File: src/rtl/aeolus_alu_pkg.sv
`default_nettype none
// ============================================================================
// Package     : aeolus_alu_pkg
// Description : Shared definitions for the Aeolus ALU control path: opcode
//               encodings, sequencer state encoding and the bit position of
//               each ALU control strobe inside the strobe vector.
// Revision    : 1.0 - initial release
// ============================================================================
package aeolus_alu_pkg;

  // Opcode encodings (0xB-0xF are undefined)
  localparam logic [3:0] OP_NOP = 4'h0;
  localparam logic [3:0] OP_ADD = 4'h1;
  localparam logic [3:0] OP_SUB = 4'h2;
  localparam logic [3:0] OP_AND = 4'h3;
  localparam logic [3:0] OP_OR  = 4'h4;
  localparam logic [3:0] OP_XOR = 4'h5;
  localparam logic [3:0] OP_INV = 4'h6;
  localparam logic [3:0] OP_CLR = 4'h7;
  localparam logic [3:0] OP_LSH = 4'h8;
  localparam logic [3:0] OP_RSH = 4'h9;
  localparam logic [3:0] OP_LDA = 4'hA;

  // Sequencer state encoding
  typedef enum logic [1:0] {
    ST_IDLE  = 2'd0,
    ST_EXEC  = 2'd1,
    ST_SHLD  = 2'd2,
    ST_SHIFT = 2'd3
  } state_t;

  // Bit index of each ALU control inside the strobe vector
  localparam int STB_ADD   = 0;
  localparam int STB_SUB   = 1;
  localparam int STB_LSR   = 2;
  localparam int STB_LSH   = 3;
  localparam int STB_RSH   = 4;
  localparam int STB_AND   = 5;
  localparam int STB_OR    = 6;
  localparam int STB_XOR   = 7;
  localparam int STB_INV   = 8;
  localparam int STB_CLR   = 9;
  localparam int STB_COUNT = 10;

endpackage
`default_nettype wire

File: src/rtl/alu_op_decoder.sv
`default_nettype none
// ============================================================================
// Module      : alu_op_decoder
// Description : Combinational decode of the latched opcode and the sequencer
//               state into the one-hot ALU strobe vector. Only registered
//               inputs feed this block, so strobes never depend on instr_*.
// Revision    : 1.0 - initial release
// ============================================================================
module alu_op_decoder
  import aeolus_alu_pkg::*;
#(
  parameter int OP_WIDTH = 4
) (
  input  logic [1:0]          state,
  input  logic [OP_WIDTH-1:0] op,
  output logic [9:0]          strobe
);

  // One strobe at most: EXEC selects by opcode, SHLD loads, SHIFT picks direction
  always_comb begin
    strobe = '0;
    case (state)
      ST_EXEC: begin
        if (op == OP_WIDTH'(OP_ADD)) strobe[STB_ADD] = 1'b1;
        if (op == OP_WIDTH'(OP_SUB)) strobe[STB_SUB] = 1'b1;
        if (op == OP_WIDTH'(OP_AND)) strobe[STB_AND] = 1'b1;
        if (op == OP_WIDTH'(OP_OR))  strobe[STB_OR]  = 1'b1;
        if (op == OP_WIDTH'(OP_XOR)) strobe[STB_XOR] = 1'b1;
        if (op == OP_WIDTH'(OP_INV)) strobe[STB_INV] = 1'b1;
        if (op == OP_WIDTH'(OP_CLR)) strobe[STB_CLR] = 1'b1;
      end
      ST_SHLD: strobe[STB_LSR] = 1'b1;
      ST_SHIFT: begin
        if (op == OP_WIDTH'(OP_LSH)) strobe[STB_LSH] = 1'b1;
        else                         strobe[STB_RSH] = 1'b1;
      end
      default: strobe = '0;
    endcase
  end

endmodule
`default_nettype wire

File: src/rtl/alu_control_sequencer.sv
`default_nettype none
// ============================================================================
// Module      : alu_control_sequencer
// Description : Issuing side of the ALU one-hot control interface. Accepts
//               opcode/operand words, sequences single-cycle and multi-cycle
//               (shift) operations and captures results into the accumulator.
// Revision    : 1.0 - initial release
// ============================================================================
module alu_control_sequencer
  import aeolus_alu_pkg::*;
#(
  parameter int DATA_WIDTH = 8,
  parameter int OP_WIDTH   = 4
) (
  input  logic                  clk,
  input  logic                  reset,
  input  logic                  instr_valid,
  output logic                  instr_ready,
  input  logic [OP_WIDTH-1:0]   instr_opcode,
  input  logic [DATA_WIDTH-1:0] instr_operand,
  output logic                  alu_add,
  output logic                  alu_sub,
  output logic                  alu_lsr,
  output logic                  alu_lsh,
  output logic                  alu_rsh,
  output logic                  alu_and,
  output logic                  alu_or,
  output logic                  alu_xor,
  output logic                  alu_inv,
  output logic                  alu_clr,
  output logic [DATA_WIDTH-1:0] alu_in1,
  output logic [DATA_WIDTH-1:0] alu_in2,
  input  logic [DATA_WIDTH-1:0] alu_out,
  input  logic                  alu_overflow,
  input  logic                  alu_shift_flag,
  output logic [DATA_WIDTH-1:0] acc,
  output logic                  ovf_flag,
  output logic                  shf_flag,
  output logic                  busy,
  output logic                  illegal
);

  state_t                  state_q, state_d;
  logic [OP_WIDTH-1:0]     op_q, op_d;
  logic [DATA_WIDTH-1:0]   opnd_q, opnd_d;
  logic [1:0]              cnt_q, cnt_d;
  logic [DATA_WIDTH-1:0]   acc_q, acc_d;
  logic                    ovf_q, ovf_d;
  logic                    shf_q, shf_d;
  logic                    illegal_q, illegal_d;
  logic [9:0]              strobe;

  // State and datapath registers; reset discards any in-flight operation
  always_ff @(posedge clk) begin
    if (!reset) begin
      state_q   <= ST_IDLE;
      op_q      <= '0;
      opnd_q    <= '0;
      cnt_q     <= '0;
      acc_q     <= '0;
      ovf_q     <= 1'b0;
      shf_q     <= 1'b0;
      illegal_q <= 1'b0;
    end else begin
      state_q   <= state_d;
      op_q      <= op_d;
      opnd_q    <= opnd_d;
      cnt_q     <= cnt_d;
      acc_q     <= acc_d;
      ovf_q     <= ovf_d;
      shf_q     <= shf_d;
      illegal_q <= illegal_d;
    end
  end

  // Next-state, handshake acceptance and result writeback
  always_comb begin
    state_d   = state_q;
    op_d      = op_q;
    opnd_d    = opnd_q;
    cnt_d     = cnt_q;
    acc_d     = acc_q;
    ovf_d     = ovf_q;
    shf_d     = shf_q;
    illegal_d = 1'b0;
    case (state_q)
      ST_IDLE: begin
        if (instr_valid) begin
          op_d   = instr_opcode;
          opnd_d = instr_operand;
          if (instr_opcode == OP_WIDTH'(OP_NOP)) begin
            state_d = ST_IDLE;
          end else if (instr_opcode <= OP_WIDTH'(OP_CLR)) begin
            state_d = ST_EXEC;
          end else if ((instr_opcode == OP_WIDTH'(OP_LSH)) ||
                       (instr_opcode == OP_WIDTH'(OP_RSH))) begin
            state_d = ST_SHLD;
          end else if (instr_opcode == OP_WIDTH'(OP_LDA)) begin
            acc_d = instr_operand;
          end else begin
            illegal_d = 1'b1;
          end
        end
      end
      ST_EXEC: begin
        acc_d = alu_out;
        if ((op_q == OP_WIDTH'(OP_ADD)) || (op_q == OP_WIDTH'(OP_SUB))) ovf_d = alu_overflow;
        else                                                            ovf_d = 1'b0;
        state_d = ST_IDLE;
      end
      ST_SHLD: begin
        cnt_d   = opnd_q[1:0];
        state_d = ST_SHIFT;
      end
      ST_SHIFT: begin
        if (cnt_q == 2'd0) begin
          acc_d   = alu_out;
          shf_d   = alu_shift_flag;
          state_d = ST_IDLE;
        end else begin
          cnt_d = cnt_q - 2'd1;
        end
      end
      default: state_d = ST_IDLE;
    endcase
  end

  alu_op_decoder #(
    .OP_WIDTH (OP_WIDTH)
  ) u_decoder (
    .state  (state_q),
    .op     (op_q),
    .strobe (strobe)
  );

  assign alu_add     = strobe[STB_ADD];
  assign alu_sub     = strobe[STB_SUB];
  assign alu_lsr     = strobe[STB_LSR];
  assign alu_lsh     = strobe[STB_LSH];
  assign alu_rsh     = strobe[STB_RSH];
  assign alu_and     = strobe[STB_AND];
  assign alu_or      = strobe[STB_OR];
  assign alu_xor     = strobe[STB_XOR];
  assign alu_inv     = strobe[STB_INV];
  assign alu_clr     = strobe[STB_CLR];

  assign instr_ready = (state_q == ST_IDLE);
  assign busy        = ~instr_ready;
  assign alu_in1     = acc_q;
  assign alu_in2     = opnd_q;
  assign acc         = acc_q;
  assign ovf_flag    = ovf_q;
  assign shf_flag    = shf_q;
  assign illegal     = illegal_q;

endmodule
`default_nettype wire

File: config.mk
export PLATFORM = sky130hd
export DESIGN_NAME = alu_control_sequencer
export DESIGN_NICKNAME = d
export VERILOG_FILES = /design/src/rtl/aeolus_alu_pkg.sv /design/src/rtl/alu_op_decoder.sv /design/src/rtl/alu_control_sequencer.sv
export SDC_FILE = /design/constraint.sdc
export NUM_CORES = 1
export LEC_CHECK = 0
export ABC_AREA = 1
export CAP_MARGIN = 20
export CORE_AREA = 2 2 67 69
export DETAILED_ROUTE_END_ITERATION = 8
export DIE_AREA = 0 0 69 71
export PLACE_DENSITY = 0.66
export SLEW_MARGIN = 20
export SYNTH_ARGS = -nofsm -noshare
export SYNTH_HDL_FRONTEND = slang
export SYNTH_SLANG_ARGS = --single-unit
File: constraint.sdc
create_clock -name clk -period 3.6 [get_ports clk]
set_input_delay 0.36 -clock clk [delete_from_list [all_inputs] [get_ports clk]]
set_output_delay 0.36 -clock clk [all_outputs]
set_load 0.005 [all_outputs]
[Word level (Yosys, flattened, before mapping)]
Index checks and enable logic that the tools add are counted.
Word-level totals
  bits of input ports: 25
  word-level logic and storage cells: 78
  register bits after elaboration: 27
  output and inout port bits: 39
Operators by class
  muxes and demuxes: 30
  add/subtract/negate cells: 1
  reduce and logical (&&, ||, !) cells: 13
  bitwise gates (word level): 3
  $lt $le $gt $ge: 1
  eq/ne operators: 22
Operators with widths (count)
  $mux W8: 6
  $pmux W8 S3: 1
  $eq A4 B3 Y1 const B: 4
  $eq A4 B4 Y1 const B: 4
  $mux W2: 8
  $mux W1: 12
  $ne A2 B2 Y1 const B: 6
  $eq A4 B2 Y1 const B: 2
  $pmux W2 S4: 1
  $reduce_and A7 Y1: 1
  $reduce_and A2 Y1: 3
  $reduce_or A6 Y1: 1
  $mux W5: 1
  $eq A2 B2 Y1 const B: 2
  $eq A4 B1 Y1 const B: 1
  $le A4 B3 Y1 const B: 1
  $logic_not A2 Y1: 2
  $logic_not A4 Y1: 1
  $ne A4 B1 Y1 const B: 1
  $pmux W2 S2: 1
  $not A1 Y1: 3
  $reduce_and A3 Y1: 1
  $reduce_bool A3 Y1: 1
  $eq A2 B1 Y1 const B: 1
  4 further kinds: 5

[Longest topological paths before layout]
  word-level depth: 7
  depth in mapped cells: 8
  mapped depth without buffers: 8

[Hierarchy]
From an unflattened synthesis, not the netlist that was laid out.
Unflattened totals
  cell total of the unflattened synthesis: 220
  area total of the unflattened synthesis: 1438.9 sq um
By module, submodules not included
  alu_control_sequencer: instances 1, cells an instance 192, area an instance 1330.0 sq um, seq. area each 540.5 sq um
  alu_op_decoder: instances 1, cells an instance 28, area an instance 108.9 sq um, seq. area each 0.0 sq um

[Least setup slack after synthesis]
OpenSTA, ideal clock, no wires.
  path kind: reg-to-output
  from: register state_q[0]
  to: output port alu_clr
  cell stages (with the launch flop): 5
  data arrival time: 959 ps
  path buffers: 0
  path slack: 2281 ps
  required time: 3240 ps
  cells stage by stage: dfxtp_1 -> inv_1 -> nor2_1 -> nand2_1 -> nor2_1
Between the ends
  cells in the longest elaborated chain, start to end: 2
Ends and longest elaborated chain
  from (decl): RTL line alu_control_sequencer.sv:43  | state_t state_q, state_d;
  from (signal assigned): RTL line alu_control_sequencer.sv:65  | state_q <= state_d;
  $eq A2 B1 Y1: RTL line alu_op_decoder.sv:22  | case (state)
  $mux W5: RTL line alu_op_decoder.sv:22
  to (decl): RTL line alu_control_sequencer.sv:30  | output logic alu_clr,
No other way between the ends.

[Worst setup path in the final report]
  from: register state_q[0]
  to: output port alu_xor
Between the ends
  cells in the longest elaborated chain, start to end: 2
Ends and longest elaborated chain
  $eq A2 B1 Y1: RTL line alu_op_decoder.sv:22
  $mux W5: RTL line alu_op_decoder.sv:22
  to (decl): RTL line alu_control_sequencer.sv:28  | output logic alu_xor,
No other way between the ends.

==> key figures <==
Synth
  • Xor and xnor area share after synthesis: 0%
  • Synth Area in Compound Gates: 18.96%
  • Synth Area in Simple Gates: 28.94%
  • Yosys cell types: 22
  • Mapped Nets: 225
  • Post-Syn Area: 1366 µm²
  • Seq/Total Area, Yosys: 39.56%
  • Fraction of the mapped netlist area in adder cells: 0.9158%
  • Synth Area per Inst: 6.866 µm²
  • Synthesis Warnings: 0
  • Synthesized instance count: 199
  • Combinational family with the most area after synthesis: simple AND/OR/NAND/NOR gates
  • Flop and latch count out of synthesis: 27
  • Mux contribution to synthesized area: 0%

GRT
  • Grt total ovfl: 0
  • First-pass GRT wire length: 5796 µm
  • Number of global-route vias before repair: 1269
  • Initial antenna violation count: 0
  • Largest net degree at the start of global routing: 26
  • M2 GR Usage: 22.65%
  • Met1 usage: 19.96%
  • GRT Total Usage: 14.52%
  • Gr busiest metal: met2
  • M3 GR Usage: 1.567%

Critical path
  • Startpoint class of the critical path: flop
  • Crit path to: alu_xor
  • Reg2reg path depth: 5
  • Crit path DAT: 2.21 ns
  • Worst R2R End: alu_in2[1]
  • R2R Setup Slk: 1.94 ns
  • RR Startpoint: state_q[0]
  • CP max FO: 14
  • CP endpoint kind: output pin
  • Critical path launch point: state_q[0]
  • CP required: 3.24 ns
  • Crit Path Category: flop to output pin

Placement
  • Placement Cell Area: 1967 µm²
  • Buffers added on ports: 63
  • Placed Cells: 300
  • Gp weighted congestion: 0.8661
  • Dpl ws: 1.342 ns
  • Post-DP HPWL: 2854 µm

STA
  • Clk_skew: 0.003617 ns
  • Final period util: 71.49%
  • Final setup violating endpoints: 0
  • Hold WS: 0.4930 ns
  • Final Critical Period: 2.574 ns
  • RSZ-0062 raised after global routing: no
  • Hold Violations, Final: 0
  • Slew headroom: 45.24%
  • Slew Limit Fails: 0
  • Setup WS post-layout: 1.026 ns
  • Total negative slack: 0 ns
  • F_max: 388.5 MHz
  • Slew @ Worst Pin: 0.8188 ns

Final layout
  • Most common cell after layout, fill and taps aside: clkdlybuf4s50_1
  • Fill cells: 452
  • Fraction of layout cells with a size suffix above 1: 3.968%
  • Layout Cells excl Fill: 304
  • Area growth from synthesis to layout: 47.53%
  • FF+latch area: 540.5 µm²
  • Most frequent cells in the layout: clkdlybuf4s50_1 (63), nor2_1 (48), nand2_1 (29)
  • Final nets: 279
  • Multi-input logic area: 666.9 µm²
  • Post-layout util: 47.95%
  • Diode count: 0
  • Post-route cell area: 2016 µm²

Power and ir drop
  • Power Density: 361.6 nW/µm²
  • Total leakage power: 0.8013 nW
  • Pwr Total: 0.7289 mW
  • Max IR drop VDD: 0.1642 mV

Route
  • Drt wl/cell: 12.09 µm
  • Via count: 1403
  • Initial drt markers: 58
  • Antenna-violating nets left: 0
  • Routed vias/inst: 4.615
  • Pre-Repair DR Iteration Count: 4
  • Wirelength, routed: 3674 µm
  • Residual DRC: 0

Clock network
  • Post-CTS resize count: 0
  • CTS Buf Count: 3
  • CTS HTree Levels: 1
  • Clk_lat worst skew: 0.28 ns
  • Worst-path clk slew: 0.09 ns
  • CTS sink count: 27
  • CTS tree: done
  • CTS Root Cell: clkbuf_8
  • # hold bufs at CTS: 0
  • Post-CTS Setup Repair Bufs: 0
  • CTS max path bufs: 2

Floorplan
  • Die Height: 71 µm
  • Die W: 69 µm
  • Rows: 24
  • Core area: 4204 µm²
  • Starting Density: 32.50%
  • Die area: 4899 µm²
  • I/O Pins: 64

Job
  • Maximum capacitance violations: 0

Worst hold path
  • Hold Crit Class: flop to flop

Outcome
  • Outcome: complete, no violations
==> layer usage <==
| layer | up-vias | wire length (µm) |
|---|---|---|
| li1 | 740 | - |
| met1 | 615 | 1777 |
| met2 | 41 | 1640 |
| met3 | 7 | 175 |
| met4 | 0 | 80 |
| met5 | - | 0 |
==> synth_stat cells <==
| cell type | instances | area, µm² |
|---|---|---|
| inv_2 | 1 | 3.750 |
| nand2_1 | 29 | 108.9 |
| nand4_1 | 1 | 6.260 |
| dfxtp_1 | 27 | 540.5 |
| a21oi_4 | 1 | 16.27 |
| buf_2 | 4 | 20.02 |
| a21oi_1 | 14 | 70.07 |
| a31oi_1 | 3 | 18.77 |
| nand3_1 | 14 | 70.07 |
| nand2_2 | 2 | 12.51 |
| inv_1 | 15 | 56.30 |
| nor2_4 | 1 | 11.26 |
| clkbuf_1 | 1 | 3.750 |
| a21oi_2 | 1 | 8.760 |
| nor2_1 | 48 | 180.2 |
| a21boi_0 | 8 | 60.06 |
| buf_4 | 8 | 60.06 |
| buf_6 | 1 | 11.26 |
| o21ai_0 | 17 | 85.08 |
| or2_0 | 1 | 6.260 |
| ha_1 | 1 | 12.51 |
| clkinv_1 | 1 | 3.750 |
==> where the power goes <==
group | internal (mW) | switching, mW | total (mW)
Combinational | 0.110 | 0.0941 | 0.204
Sequential | 0.325 | 0.0210 | 0.346
Clock | 0.0788 | 0.0995 | 0.178
Total | 0.514 | 0.215 | 0.729
==> critical path, cell delays in order (launching register included) <==
cell	delay [ns]
dfxtp_1	0.65
inv_1	0.26
nor2_1	0.27
nand2_1	0.15
nor2_1	0.11
clkdlybuf4s50_1	0.50
==> state kept, by name, indices dropped and copies added (netlist names) <==
name      flops
cnt_q         2
ovf_flag      1
shf_flag      1
op_q          4
illegal       1
state_q       2
acc           8
alu_in2       8
==> worst min path at each step <==
stage	start	to	slack [ns]	depth (start not counted)
finish	alu_in2[3]	alu_in2[3]	0.49	2
global placement	alu_in2[3]	alu_in2[3]	0.47	2
global route	alu_in2[3]	alu_in2[3]	0.52	2
detailed placement	alu_in2[5]	alu_in2[5]	0.48	2
CTS	alu_in2[3]	alu_in2[3]	0.50	2
floorplan	shf_flag	shf_flag	0.46	2
==> logic make-up after synthesis <==
logic type,Yosys count
and+or+nand+nor,96
DFF,27
buffers and inverters,31
adders and majority gates,1
AOI/OAI and AO/OA,44
==> final cells by class <==
| cell class | instances | share of cell area [%] |
|---|---|---|
| tap | 52 | 3.228 |
| timing repair buffer | 63 | 31.28 |
| sequential | 27 | 26.82 |
| multi-input combinational | 141 | 33.09 |
| clock inverter | 1 | 0.3724 |
| inverter | 17 | 3.166 |
| clock buffer | 3 | 2.048 |
Power figures use the tool's default switching activity.
